`config.mk`:
```
export PLATFORM = sky130hd
export DESIGN_NAME = i2c_apb_arbiter_flat
export DESIGN_NICKNAME = d
export VERILOG_FILES = /design/src/rtl/i2c_apb_arbiter_if.sv /design/src/rtl/i2c_apb_arbiter.sv /design/src/flat_wrapper.sv
export SDC_FILE = /design/constraint.sdc
export NUM_CORES = 1
export LEC_CHECK = 0
export ABC_AREA = 0
export ABC_CLOCK_PERIOD_IN_PS = 2350
export BUFFER_PORTS_ARGS = -buffer_cell sky130_fd_sc_hd__buf_4
export CAP_MARGIN = 20
export CORE_MARGIN = 1.5
export CORE_UTILIZATION = 48
export DETAILED_ROUTE_END_ITERATION = 6
export PLACE_DENSITY = 0.88
export SKIP_LAST_GASP = 1
export SLEW_MARGIN = 20
export SYNTH_ARGS = -nofsm -noshare
export SYNTH_HDL_FRONTEND = slang
export SYNTH_SLANG_ARGS = --single-unit
```
`constraint.sdc`:
```
create_clock -name clk -period 2.35 [get_ports clk]
set_input_delay 0.47 -clock clk [delete_from_list [all_inputs] [get_ports clk]]
set_output_delay 0.47 -clock clk [all_outputs]
set_load 0.01 [all_outputs]
```
`src/rtl/i2c_apb_arbiter_if.sv`:
```
// i2c_apb_arbiter_if: signal bundle between requesters, the arbiter and the I2C master command port
// master: arbiter view (takes requests and master responses, drives acks and the command strobe)
// slave:  environment view (requesters plus I2C master)
interface i2c_apb_arbiter_if #(parameter int N_REQ = 4);
  logic [N_REQ-1:0] req, req_wr, req_ack;
  logic [8*N_REQ-1:0] req_addr, req_wdata;
  logic req_err, busy, to_flag, to_clr;
  logic [7:0] req_rdata;
  logic m_ce, m_wren, m_rden, m_ready, m_error;
  logic [7:0] m_addr, m_wdata, m_rdata;
  modport master (
    input  req, req_wr, req_addr, req_wdata, to_clr, m_rdata, m_ready, m_error,
    output req_ack, req_err, req_rdata, busy, to_flag, m_ce, m_wren, m_rden, m_addr, m_wdata
  );
  modport slave (
    output req, req_wr, req_addr, req_wdata, to_clr, m_rdata, m_ready, m_error,
    input  req_ack, req_err, req_rdata, busy, to_flag, m_ce, m_wren, m_rden, m_addr, m_wdata
  );
endinterface

```
`src/rtl/i2c_apb_arbiter.sv`:
```
// i2c_apb_arbiter: round-robin sharing of one I2C master command port among N_REQ requesters
// clk/reset: single clock, async active-high reset
// bus.req*: per-requester request level, direction, address, write data
// bus.req_ack/req_err/req_rdata: completion pulse to the granted requester with its result
// bus.busy/to_flag/to_clr: activity, sticky timeout flag and its clear
// bus.m_*: command strobe out to the I2C master and its completion/error/read data back
module i2c_apb_arbiter #(
  parameter int N_REQ   = 4,
  parameter int TIMEOUT = 4096
) (
  input logic clk,
  input logic reset,
  i2c_apb_arbiter_if.master bus
);
  localparam int IW = $clog2(N_REQ);
  localparam int TW = $clog2(TIMEOUT);
  typedef enum logic [1:0] {IDLE, ISSUE, WAIT, DONE} state_t;
  state_t state_q, state_d;
  logic [IW-1:0] ptr_q, ptr_d, idx_q, idx_d, win;
  logic wr_q, wr_d, err_q, err_d, to_q, to_d;
  logic [7:0] addr_q, addr_d, wdata_q, wdata_d, rdata_q, rdata_d;
  logic [TW-1:0] timer_q, timer_d;
  // Scan downward so the lowest offset from ptr (highest priority) is written last
  always_comb begin
    win = ptr_q;
    for (int k = N_REQ - 1; k >= 0; k--)
      if (bus.req[(int'(ptr_q) + k) % N_REQ]) win = IW'((int'(ptr_q) + k) % N_REQ);
  end
  always_ff @(posedge clk or posedge reset)
    if (reset) begin
      state_q <= IDLE;
      ptr_q   <= '0;
      idx_q   <= '0;
      wr_q    <= 1'b0;
      err_q   <= 1'b0;
      to_q    <= 1'b0;
      addr_q  <= '0;
      wdata_q <= '0;
      rdata_q <= '0;
      timer_q <= '0;
    end else begin
      state_q <= state_d;
      ptr_q   <= ptr_d;
      idx_q   <= idx_d;
      wr_q    <= wr_d;
      err_q   <= err_d;
      to_q    <= to_d;
      addr_q  <= addr_d;
      wdata_q <= wdata_d;
      rdata_q <= rdata_d;
      timer_q <= timer_d;
    end
  // A timeout setting to_flag overrides a simultaneous clear
  always_comb begin
    state_d = state_q;
    ptr_d   = ptr_q;
    idx_d   = idx_q;
    wr_d    = wr_q;
    err_d   = err_q;
    to_d    = to_q & ~bus.to_clr;
    addr_d  = addr_q;
    wdata_d = wdata_q;
    rdata_d = rdata_q;
    timer_d = timer_q;
    case (state_q)
      IDLE: if (|bus.req) begin
        state_d = ISSUE;
        idx_d   = win;
        ptr_d   = (win == IW'(N_REQ - 1)) ? '0 : win + 1'b1;
        wr_d    = bus.req_wr[win];
        addr_d  = bus.req_addr[{win, 3'b000} +: 8];
        wdata_d = bus.req_wdata[{win, 3'b000} +: 8];
      end
      ISSUE: begin
        state_d = WAIT;
        timer_d = '0;
      end
      WAIT: if (bus.m_ready) begin
        state_d = DONE;
        err_d   = bus.m_error;
        rdata_d = wr_q ? rdata_q : bus.m_rdata;
      end else if (timer_q == TW'(TIMEOUT - 1)) begin
        state_d = DONE;
        err_d   = 1'b1;
        to_d    = 1'b1;
      end else begin
        timer_d = timer_q + 1'b1;
      end
      DONE: state_d = IDLE;
      default: state_d = IDLE;
    endcase
  end
  // Outputs decode registers only, so nothing from req or m_* reaches them combinationally
  always_comb begin
    bus.m_ce      = state_q == ISSUE;
    bus.m_wren    = (state_q == ISSUE) & wr_q;
    bus.m_rden    = (state_q == ISSUE) & ~wr_q;
    bus.m_addr    = addr_q;
    bus.m_wdata   = wdata_q;
    bus.busy      = state_q != IDLE;
    bus.req_ack   = (state_q == DONE) ? N_REQ'(1) << idx_q : '0;
    bus.req_err   = (state_q == DONE) & err_q;
    bus.req_rdata = rdata_q;
    bus.to_flag   = to_q;
  end
endmodule

```
`src/flat_wrapper.sv`:
```
// flat-port wrapper written by rule: the top's interface ports become plain ports
module i2c_apb_arbiter_flat 
#(
  parameter int N_REQ   = 4,
  parameter int TIMEOUT = 4096
)
  (clk, reset, bus_req, bus_req_wr, bus_req_addr, bus_req_wdata, bus_to_clr, bus_m_rdata, bus_m_ready, bus_m_error, bus_req_ack, bus_req_err, bus_req_rdata, bus_busy, bus_to_flag, bus_m_ce, bus_m_wren, bus_m_rden, bus_m_addr, bus_m_wdata);
  i2c_apb_arbiter_if #(.N_REQ(N_REQ)) bus_i ();
  input logic clk;
  input logic reset;
  input wire logic [$bits(bus_i.req)-1:0] bus_req;
  input wire logic [$bits(bus_i.req_wr)-1:0] bus_req_wr;
  input wire logic [$bits(bus_i.req_addr)-1:0] bus_req_addr;
  input wire logic [$bits(bus_i.req_wdata)-1:0] bus_req_wdata;
  input wire logic [$bits(bus_i.to_clr)-1:0] bus_to_clr;
  input wire logic [$bits(bus_i.m_rdata)-1:0] bus_m_rdata;
  input wire logic [$bits(bus_i.m_ready)-1:0] bus_m_ready;
  input wire logic [$bits(bus_i.m_error)-1:0] bus_m_error;
  output wire logic [$bits(bus_i.req_ack)-1:0] bus_req_ack;
  output wire logic [$bits(bus_i.req_err)-1:0] bus_req_err;
  output wire logic [$bits(bus_i.req_rdata)-1:0] bus_req_rdata;
  output wire logic [$bits(bus_i.busy)-1:0] bus_busy;
  output wire logic [$bits(bus_i.to_flag)-1:0] bus_to_flag;
  output wire logic [$bits(bus_i.m_ce)-1:0] bus_m_ce;
  output wire logic [$bits(bus_i.m_wren)-1:0] bus_m_wren;
  output wire logic [$bits(bus_i.m_rden)-1:0] bus_m_rden;
  output wire logic [$bits(bus_i.m_addr)-1:0] bus_m_addr;
  output wire logic [$bits(bus_i.m_wdata)-1:0] bus_m_wdata;
  assign bus_i.req = bus_req;
  assign bus_i.req_wr = bus_req_wr;
  assign bus_i.req_addr = bus_req_addr;
  assign bus_i.req_wdata = bus_req_wdata;
  assign bus_i.to_clr = bus_to_clr;
  assign bus_i.m_rdata = bus_m_rdata;
  assign bus_i.m_ready = bus_m_ready;
  assign bus_i.m_error = bus_m_error;
  assign bus_req_ack = bus_i.req_ack;
  assign bus_req_err = bus_i.req_err;
  assign bus_req_rdata = bus_i.req_rdata;
  assign bus_busy = bus_i.busy;
  assign bus_to_flag = bus_i.to_flag;
  assign bus_m_ce = bus_i.m_ce;
  assign bus_m_wren = bus_i.m_wren;
  assign bus_m_rden = bus_i.m_rden;
  assign bus_m_addr = bus_i.m_addr;
  assign bus_m_wdata = bus_i.m_wdata;
  i2c_apb_arbiter #(.N_REQ(N_REQ), .TIMEOUT(TIMEOUT)) u_core (.clk(clk), .reset(reset), .bus(bus_i));
endmodule
```
==> impl_results.md, run 1 <==
* Run status: complete, no violations
* Setup TNS at 0 ps
* CTS root buffer: clkbuf_8
* Vias per cell at 5.71
* DRC viols at 0
* Worst min path class: in2reg
* PD cells at 1080 nW/um^2
* Area of the multi-input gates at 1490 um^2
* Most common cell in the netlist: dfrtp_1
* First-pass GRT wire length at 12,000 um
* Crit-path cells: inv_1 > ha_1 > nand2b_1 > a21o_1 > a2111oi_0 > xnor2_1 > nor2_1
* Period minus WS final at 2210 ps
* Post-DR wirelength/cell at 16.4 um
* Register area at 1130 um^2
* VDD IR-drop max at 736 uV
* CP endpoint kind: flop
* Routed WL at 7500 um
* Max Transition Viols Final at 0
* Vias at 2,613
* Hold EP: u_core.bus.to_flag
* Clk slew on worst S/H paths at 80 ps
* Worst-Margin Slew at 906 ps
* Initial antenna violation count at 0
* RSZ-0062 raised after global routing: false
* Total power at 4160 uW
* Antenna viol nets, final at 0
* Setup WS post-layout at 144 ps
* Row Count at 27
* CTS tree: built
* Nets at 476
* Post-synth cell types at 43
* Fin. Hold Viols at 0
* Seq/Total Area, Yosys at 0.409
* Critical path required time at 2510 ps
* Post-DP HPWL at 5640 um
* Max Clk Rate at 453 MHz
* Share of cells above drive strength 1 at 0.415
* Global router's overall resource usage at 0.244
* R2R setup slack at 140 ps
* Ys Warns at 0
* CP Launch Type: flop
* Synth cell count leaders: 45 x dfrtp_1, 32 x nor2_1, 18 x a211oi_1, 18 x mux2i_1, 17 x nor4b_1
* Top cells by area, synth: dfrtp_1 41%, mux2i_1 6.5%, nor4b_1 5.4%
* Clock Latency Late Sink at 290 ps
* Clock Path Buffers at 2
* Endpoints failing setup at 0
* Crit-path leading delay family: compound AO/OA/AOI/OAI gates
* R2R Path End: u_core.timer_q[9]
* Synth Register Bits at 45
* Critical path's largest stage delay at 640 ps
* Core area at 5510 um^2
* Max Cap Viol at 0
* Hold_buf cts at 0
* Final instance area at 3850 um^2
* DR iter-0 viols at 137
* # resized after CTS at 0
* Cell Area, Placed at 3730 um^2
* Fill count at 446
* Final hold slack at 360 ps
* Worst r2r path cells at 7
* Period utilization at 0.939
* Pin count of the biggest net entering global routing at 46
* Critical path class: reg2reg
* Cell count after synthesis at 267
* RePlAce Congestion at 0.916
* Die span in x at 78.7 um
* Lkg Pwr at 0.00175 uW
* Synth top area share at 0.409
* Asr flop ratio synth at 1.00
* Max-slew headroom at 0.395
* Diode count at 0
* Vias in the first global route at 2,578
* Pre-CTS setup slack at -73.8 ps
* Min-Delay Path Depth at 2
* CTS HTree Levels at 2
* I/O pins at 119
* Synth Flop Type: dfrtp_1
* Bufs and invs on worst path at 1
* Synthesized net count at 358
* Die Span Y at 78.7 um
* Global route overflow at 0
* CTS buffer count at 5
* Setup Fix Bufs, Post-CTS at 0
* Reg-to-Reg Start: u_core.state_q[0]
* Area Overhead vs Synth at 39.7%
* Initial Util at 0.500
* Post-synth top area cell: dfrtp_1
* Sinks on Clock Net at 45
* Die area at 6200 um^2
* Crit path max-delay cell type: a2111oi_0
* HP Start: bus_to_clr
* Critical-path maximum fanout at 6
* Synthesized area at 2750 um^2
* Port bufs at 118
* Mean Syn Cell Area at 10.3 um^2
* Worst Skew at 5.97 ps
* Post-synth EDFFs at 0
* Data arrival time of the critical path at 2370 ps
* Detailed Routing Iterations Pass 1 at 4
final cells by class:
cell class / instances / share of cell area
Tap cell: 72 / 0.0234
Clock inverter: 1 / 0.00781
Timing Repair Buffer: 129 / 0.258
Sequential cell: 45 / 0.293
Clock buffer: 7 / 0.0224
Inverter: 8 / 0.00781
Multi-Input combinational cell: 196 / 0.387
how the worst max path moves through the flow:
stage	startpoint	to	slack, ps	cells after the start
after floorplan	bus_req[2]	u_core.bus.m_addr[3]	240	8
after global placement	bus_req[2]	u_core.bus.m_wdata[0]	90	7
after detailed placement	bus_req[2]	u_core.bus.m_addr[6]	-70	7
after CTS	u_core.ptr_q[0]	u_core.bus.m_addr[6]	130	6
after global routing	u_core.ptr_q[0]	u_core.bus.m_addr[6]	6	6
final	u_core.state_q[0]	u_core.timer_q[9]	140	7
per-stage QoR:
stage,cells,util
after floorplan,267,-
after global placement,450,0.677
after detailed placement,450,0.677
after CTS,458,0.698
after global routing,458,0.698
final,458,0.698
registers in the layout, summed over array words and instances, names as in the netlist:
name                  flops
u_core.timer_q           12
u_core.bus.m_addr         8
u_core.bus.m_wdata        8
u_core.bus.req_rdata      8
u_core.idx_q              2
u_core.ptr_q              2
u_core.state_q            2
u_core.bus.to_flag        1
u_core.err_q              1
u_core.wr_q               1
cell usage in the layout, fill, tap and decap left out, drive strengths merged, types with 2 or more instances in the layout:
cell type / count
xor2: 2
or2: 2
ha: 6
xnor2: 7
and2: 4
inv: 8
a2111oi: 20
nand3: 4
dfrtp: 45
nor3: 2
nor4b: 17
nand4: 2
nand2b: 4
nor2: 32
a211oi: 18
nand2: 14
clkbuf: 7
mux2: 8
a21oi: 4
nor2b: 5
o21a: 2
a21o: 2
buf: 129
o21ai: 8
and3: 3
nor3b: 2
mux2i: 18
o32ai: 2
kinds of logic after synthesis:
family                   share of synthesized area
adder cells (fa/ha/maj)                     0.0273
flip-flops                                   0.409
multiplexers                                0.0982
buffers and inverters                       0.0504
AO/OA/AOI/OAI                                0.197
AND/OR/NAND/NOR                              0.190
XOR/XNOR                                    0.0286
power by group:
| group | switching, uW | total (uW) | internal [uW] | leakage, uW |
|---|---|---|---|---|
| combinational | 1200 | 2260 | 1060 | 0.00114 |
| clock | 255 | 601 | 347 | 0.0000585 |
| sequential | 221 | 1300 | 1080 | 0.000547 |
| total | 1670 | 4160 | 2490 | 0.00175 |
worst register-to-register path, delay by kind of cell, from the launching register on:
kind,cells,cell delay [ps]
and+or+nand+nor,2,180
xor gates and xnor gates,1,200
DFF,1,400
buffers and inverters,1,160
adders and majority gates,1,290
AOI/OAI and AO/OA,2,850
routing by layer:
metal / global-route usage / wire length, um
met2: 0.435 / 3810
met3: 0.0644 / 673
met5: 0 / 0
met1: 0.291 / 2940
met4: 0.0589 / 74
No activity file was read; power rests on OpenSTA's default activity.
==> inputs of run 2 (changes only) <==
--- a/config.mk
+++ b/config.mk
@@ -14,4 +14,5 @@
 export DETAILED_ROUTE_END_ITERATION = 6
 export PLACE_DENSITY = 0.88
+export SETUP_SLACK_MARGIN = 0.15
 export SKIP_LAST_GASP = 1
 export SLEW_MARGIN = 20
==> constraint.sdc (replaced) <==
create_clock -name clk -period 2.35 [get_ports clk]
set_input_delay 0.235 -clock clk [delete_from_list [all_inputs] [get_ports clk]]
set_output_delay 0.235 -clock clk [all_outputs]
set_load 0.01 [all_outputs]
==> impl_results.md, run 2 (synthesized netlist as in run 1, its figures left out) <==
* Run status: complete, no violations
* CTS root buffer: clkbuf_8
* Area Overhead vs Synth at 40.4%
* RSZ-0062 raised after global routing: true
* Final core occ at 0.702
* Max Cap Viol at 0
* CTS tree: built
* Clock share of power at 0.164
* Initial antenna violation count at 0
* Die area at 6200 um^2
* Critical path class: reg2reg
* Post-DR wirelength/cell at 16.5 um
* Reg with most FFs: u_core.timer_q
* Endpoints failing setup at 0
* Sw frac at 0.398
* Diode count at 0
* Clock Latency Late Sink at 300 ps
* Combinational power share at 0.529
* Worst min path class: in2reg
* Int Power at 2540 uW
* CP endpoint kind: flop
* Port bufs at 118
* Commonest cells after routing, fill and taps aside: 127 x buf_4, 45 x dfrtp_1, 32 x nor2_1, 18 x mux2i_1, 18 x a211oi_1
* Critical-path maximum fanout at 6
* CP Depth at 7
* Critical path's largest stage delay at 590 ps
* Setup Fix Bufs, Post-CTS at 0
* Row Count at 27
* I/O pins at 119
* Bufs and invs on worst path at 1
* DRC viols at 0
* Clk slew on worst S/H paths at 80 ps
* Data arrival time of the critical path at 2310 ps
* Fill count at 420
* Routed WL at 7540 um
* Global router's overall resource usage at 0.247
* Clock Path Buffers at 2
* Crit path max-delay cell type: a2111oi_1
* Crit-path cells: inv_1 > ha_1 > nand2b_1 > a21o_1 > a2111oi_1 > xnor2_1 > nor2_1
* Post-DP HPWL at 5700 um
* Vias per cell at 5.78
* Core area at 5510 um^2
* Die Span Y at 78.7 um
* Period utilization at 0.910
* Fin. Hold Viols at 0
* Nets at 475
* Critical path required time at 2520 ps
* Antenna viol nets, final at 0
* CP Launch Type: flop
* Worst r2r path cells at 7
* Vias in the first global route at 2,580
* Net Switching at 1680 uW
* DR iter-0 viols at 157
* Period minus WS final at 2140 ps
* Detailed Routing Iterations Pass 1 at 5
* Pin count of the biggest net entering global routing at 46
* CTS buffer count at 5
* Placed insts at 449
* Most common cell after layout, fill and taps aside: buf_4
* Sequential share of power at 0.307
* Lkg Pwr at 0.00175 uW
* CTS HTree Levels at 2
* Max Transition Viols Final at 0
* Max-slew headroom at 0.386
* Worst Skew at 7.50 ps
* Vias at 2,640
* Min-Delay Path Depth at 2
* Global route overflow at 0
* Final Instance Count excl. Fillers at 457
* Worst-Margin Slew at 920 ps
* First-pass GRT wire length at 12,000 um
* Final hold slack at 135 ps
* Sinks on Clock Net at 45
* Total power at 4220 uW
* Share of cells above drive strength 1 at 0.423
* PD cells at 1090 nW/um^2
* VDD IR-drop max at 739 uV
* Max reg flops at 12
* Die span in x at 78.7 um
* Setup TNS at 0 ps
* Max Clk Rate at 467 MHz
* Initial Util at 0.500
* Crit-path leading delay family: compound AO/OA/AOI/OAI gates
* RePlAce Congestion at 0.876
run 2: through the flow:
stage	setup WS, ps	cell area (um^2)
4_1_cts	230	3840
6_report	211	3860
3_5_place_dp	228	3710
5_1_grt	47.0	3860
3_3_place_gp	320	3710
2_1_floorplan	394	2750
run 2: final timing paths:
| check | from | end | slack [ps] |
|---|---|---|---|
| setup / recovery | u_core.state_q[0] | u_core.timer_q[9] | 210 |
| hold / removal | bus_to_clr | u_core.bus.to_flag | 130 |
| setup reg to reg | u_core.state_q[0] | u_core.timer_q[9] | 210 |
| max in group asynchronous | reset | u_core.timer_q[5] | 1640 |
| hold reg to reg | u_core.err_q | u_core.err_q | 490 |
| min in group asynchronous | reset | u_core.bus.req_rdata[2] | 140 |
run 2: layout make-up:
| cell class | instances | area, um^2 | area share |
|---|---|---|---|
| multi-input combinational | 196 | 1510 | 0.391 |
| clock inverter | 3 | 65.1 | 0.0168 |
| clock buffer | 5 | 68.8 | 0.0178 |
| tap | 72 | 90.1 | 0.0233 |
| inverter | 8 | 30.0 | 0.00777 |
| sequential | 45 | 1130 | 0.291 |
| timing repair buffer | 128 | 973 | 0.252 |
run 2: power by group through the flow:
stage                     logic, uW  clock network (uW)  registers, uW
final                          2230                 692           1300
after floorplan                1310                   0           1360
after detailed placement       2210                   0           1310
after global routing           2430                 743           1340
after CTS                      2210                 701           1300
after global placement         2140                   0           1290
run 2: timing repair:
item | in CTS | in global routing
setup endpoints to repair | 0 | 5
hold buffers | 0 | 0
resized for setup | 0 | 6
run 2: metal layers:
| layer | part of all wire | global-route usage | vias to the layer above |
|---|---|---|---|
| met5 | 0 | 0 | - |
| met4 | 0.019 | 0.100 | 0 |
| met3 | 0.082 | 0.0701 | 13 |
| met2 | 0.51 | 0.417 | 124 |
| met1 | 0.38 | 0.296 | 1272 |
| li1 | - | - | 1231 |
run 2: worst reg2reg max path, cell delays in order (launching register included):
cell and delay [ps]:
dfrtp_1 400, inv_1 140, ha_1 280, nand2b_1 140, a21o_1 220, a2111oi_1 590
xnor2_1 190, nor2_1 50
==> inputs of run 3 (changes only) <==
- CELL_PAD_IN_SITES_DETAIL_PLACEMENT: unset -> 2
- CELL_PAD_IN_SITES_GLOBAL_PLACEMENT: unset -> 2
- CORE_UTILIZATION: 48 -> 28
- PLACE_DENSITY: 0.88 -> 0.87
==> impl_results.md, run 3 (synthesized netlist as in run 1, its figures left out) <==
* Run status: finished, violations left
* Failing checks: negative hold slack
* Critical path required time at 2540 ps
* Net Switching at 1890 uW
* RePlAce Congestion at 0.853
* Int Power at 2630 uW
* Critical path class: reg2reg
* Die Span Y at 102 um
* Detailed Routing Iterations Pass 1 at 4
* Max Cap Viol at 0
* Setup WS post-layout at 178 ps
* Setup TNS at 0 ps
* Clk slew on worst S/H paths at 100 ps
* CTS buffer count at 5
* Period minus WS final at 2170 ps
* Sw frac at 0.419
* Global route overflow at 0
* Period utilization at 0.924
* Initial antenna violation count at 0
* Pin count of the biggest net entering global routing at 31
* Share of cells above drive strength 1 at 0.436
* Crit-path leading delay family: compound AO/OA/AOI/OAI gates
* Bufs and invs on worst path at 1
* Final instance area at 4040 um^2
* Endpoints failing setup at 0
* Critical-path maximum fanout at 30
* Routed WL at 10,400 um
* Max Transition Viols Final at 0
* Die span in x at 102 um
* Worst Skew at 8.49 ps
* First-pass GRT wire length at 16,100 um
* Data arrival time of the critical path at 2370 ps
* DRC viols at 0
* Commonest cells after routing, fill and taps aside: 133 x buf_4, 45 x dfrtp_1, 31 x nor2_1, 18 x mux2i_1, 18 x a211oi_1
* Post-DP HPWL at 7690 um
* PD cells at 1120 nW/um^2
* Max-slew headroom at 0.493
* Sinks on Clock Net at 45
* Worst-Margin Slew at 759 ps
* CTS root buffer: clkbuf_8
* Final core occ at 0.419
* Clock Path Buffers at 2
* Worst min path class: in2async
* Combinational power share at 0.547
* Lkg Pwr at 0.00179 uW
* Initial Util at 0.286
* Area Overhead vs Synth at 46.6%
* Clock share of power at 0.163
* VDD IR-drop max at 385 uV
* Antenna viol nets, final at 0
* RSZ-0062 raised after global routing: true
* Hold_buf cts at 0
* CP endpoint kind: flop
* Most common cell after layout, fill and taps aside: buf_4
* Crit path max-delay cell type: or3_2
* Post-DR wirelength/cell at 19.9 um
* CTS HTree Levels at 2
* Worst r2r path cells at 6
* Vias at 2,762
* Sequential share of power at 0.290
* Vias in the first global route at 2,989
* Die area at 10,400 um^2
* Max reg flops at 12
* Pre-CTS setup slack at 191 ps
* Row Count at 36
* DR iter-0 viols at 91
* Clock Latency Late Sink at 320 ps
* Global router's overall resource usage at 0.203
* Port bufs at 118
* Max Clk Rate at 460 MHz
* Diode count at 0
* Fin. Hold Viols at 22
* Cell Area, Placed at 3840 um^2
* Critical path's largest stage delay at 510 ps
* CTS tree: built
* Final hold slack at -14.0 ps
* CP Launch Type: flop
* Vias per cell at 5.26
* CP Depth at 6
* Nets at 482
* Reg with most FFs: u_core.timer_q
* Core area at 9640 um^2
* Crit-path cells: nor2b_1 > o21a_1 > or3_2 > buf_12 > a2111oi_0 > a211oi_1
* I/O pins at 119
[run 3: repair_timing]
action | CTS | global route
gates cloned | 0 | 0
setup endpoints to repair | 3 | 10
gates resized for setup | 3 | 7
pin swaps | 0 | 0
setup buffers | 0 | 1
[run 3: path summary, 6_finish.rpt]
kind                                       from                   end  slack, ps
worst min-delay path                      reset  u_core.bus.m_addr[6]        -10
worst max register to register  u_core.ptr_q[0]  u_core.bus.m_addr[6]        180
max in group asynchronous                 reset       u_core.idx_q[0]       1760
worst max-delay path            u_core.ptr_q[0]  u_core.bus.m_addr[6]        180
min in group clk                     bus_to_clr    u_core.bus.to_flag        110
worst min register to register     u_core.err_q          u_core.err_q        500
[run 3: metal layers]
| layer | vias to the layer above | wire length, um | share of wire | global-route usage |
|---|---|---|---|---|
| met4 | 0 | 160 | 0.015 | 0.0569 |
| met1 | 1405 | 4020 | 0.39 | 0.233 |
| met5 | - | 0 | 0 | 0 |
| met3 | 15 | 555 | 0.053 | 0.0451 |
| li1 | 1248 | - | - | - |
| met2 | 94 | 5690 | 0.55 | 0.377 |
[run 3: power by group through the flow]
stage	combinational [uW]	clock, uW	sequential (uW)
2_1_floorplan	1310	0	1360
3_3_place_gp	2280	0	1290
3_5_place_dp	2400	0	1330
4_1_cts	2440	748	1310
5_1_grt	2700	772	1360
6_report	2470	737	1310
[run 3: layout make-up]
type / instances / area (um^2)
clock buffer: 5 / 68.8
clock inverter: 3 / 68.8
fill: 1093 / 5600
inverter: 8 / 30.0
multi-input combinational: 196 / 1540
sequential: 45 / 1130
tap: 133 / 166
timing repair buffer: 135 / 1040
[run 3: worst register-to-register path, delay by kind of cell, from the launching register on]
| family | cells | cell delay (ps) |
|---|---|---|
| AO/OA/AOI/OAI | 3 | 810 |
| buffers and inverters | 1 | 210 |
| flip-flops | 1 | 430 |
| AND/OR/NAND/NOR | 2 | 610 |
[run 3: stage by stage]
step	power [uW]	std cells
after global placement	3580	516
after floorplan	2670	267
after detailed placement	3730	516
after CTS	4500	524
after global routing	4820	525
final	4520	525
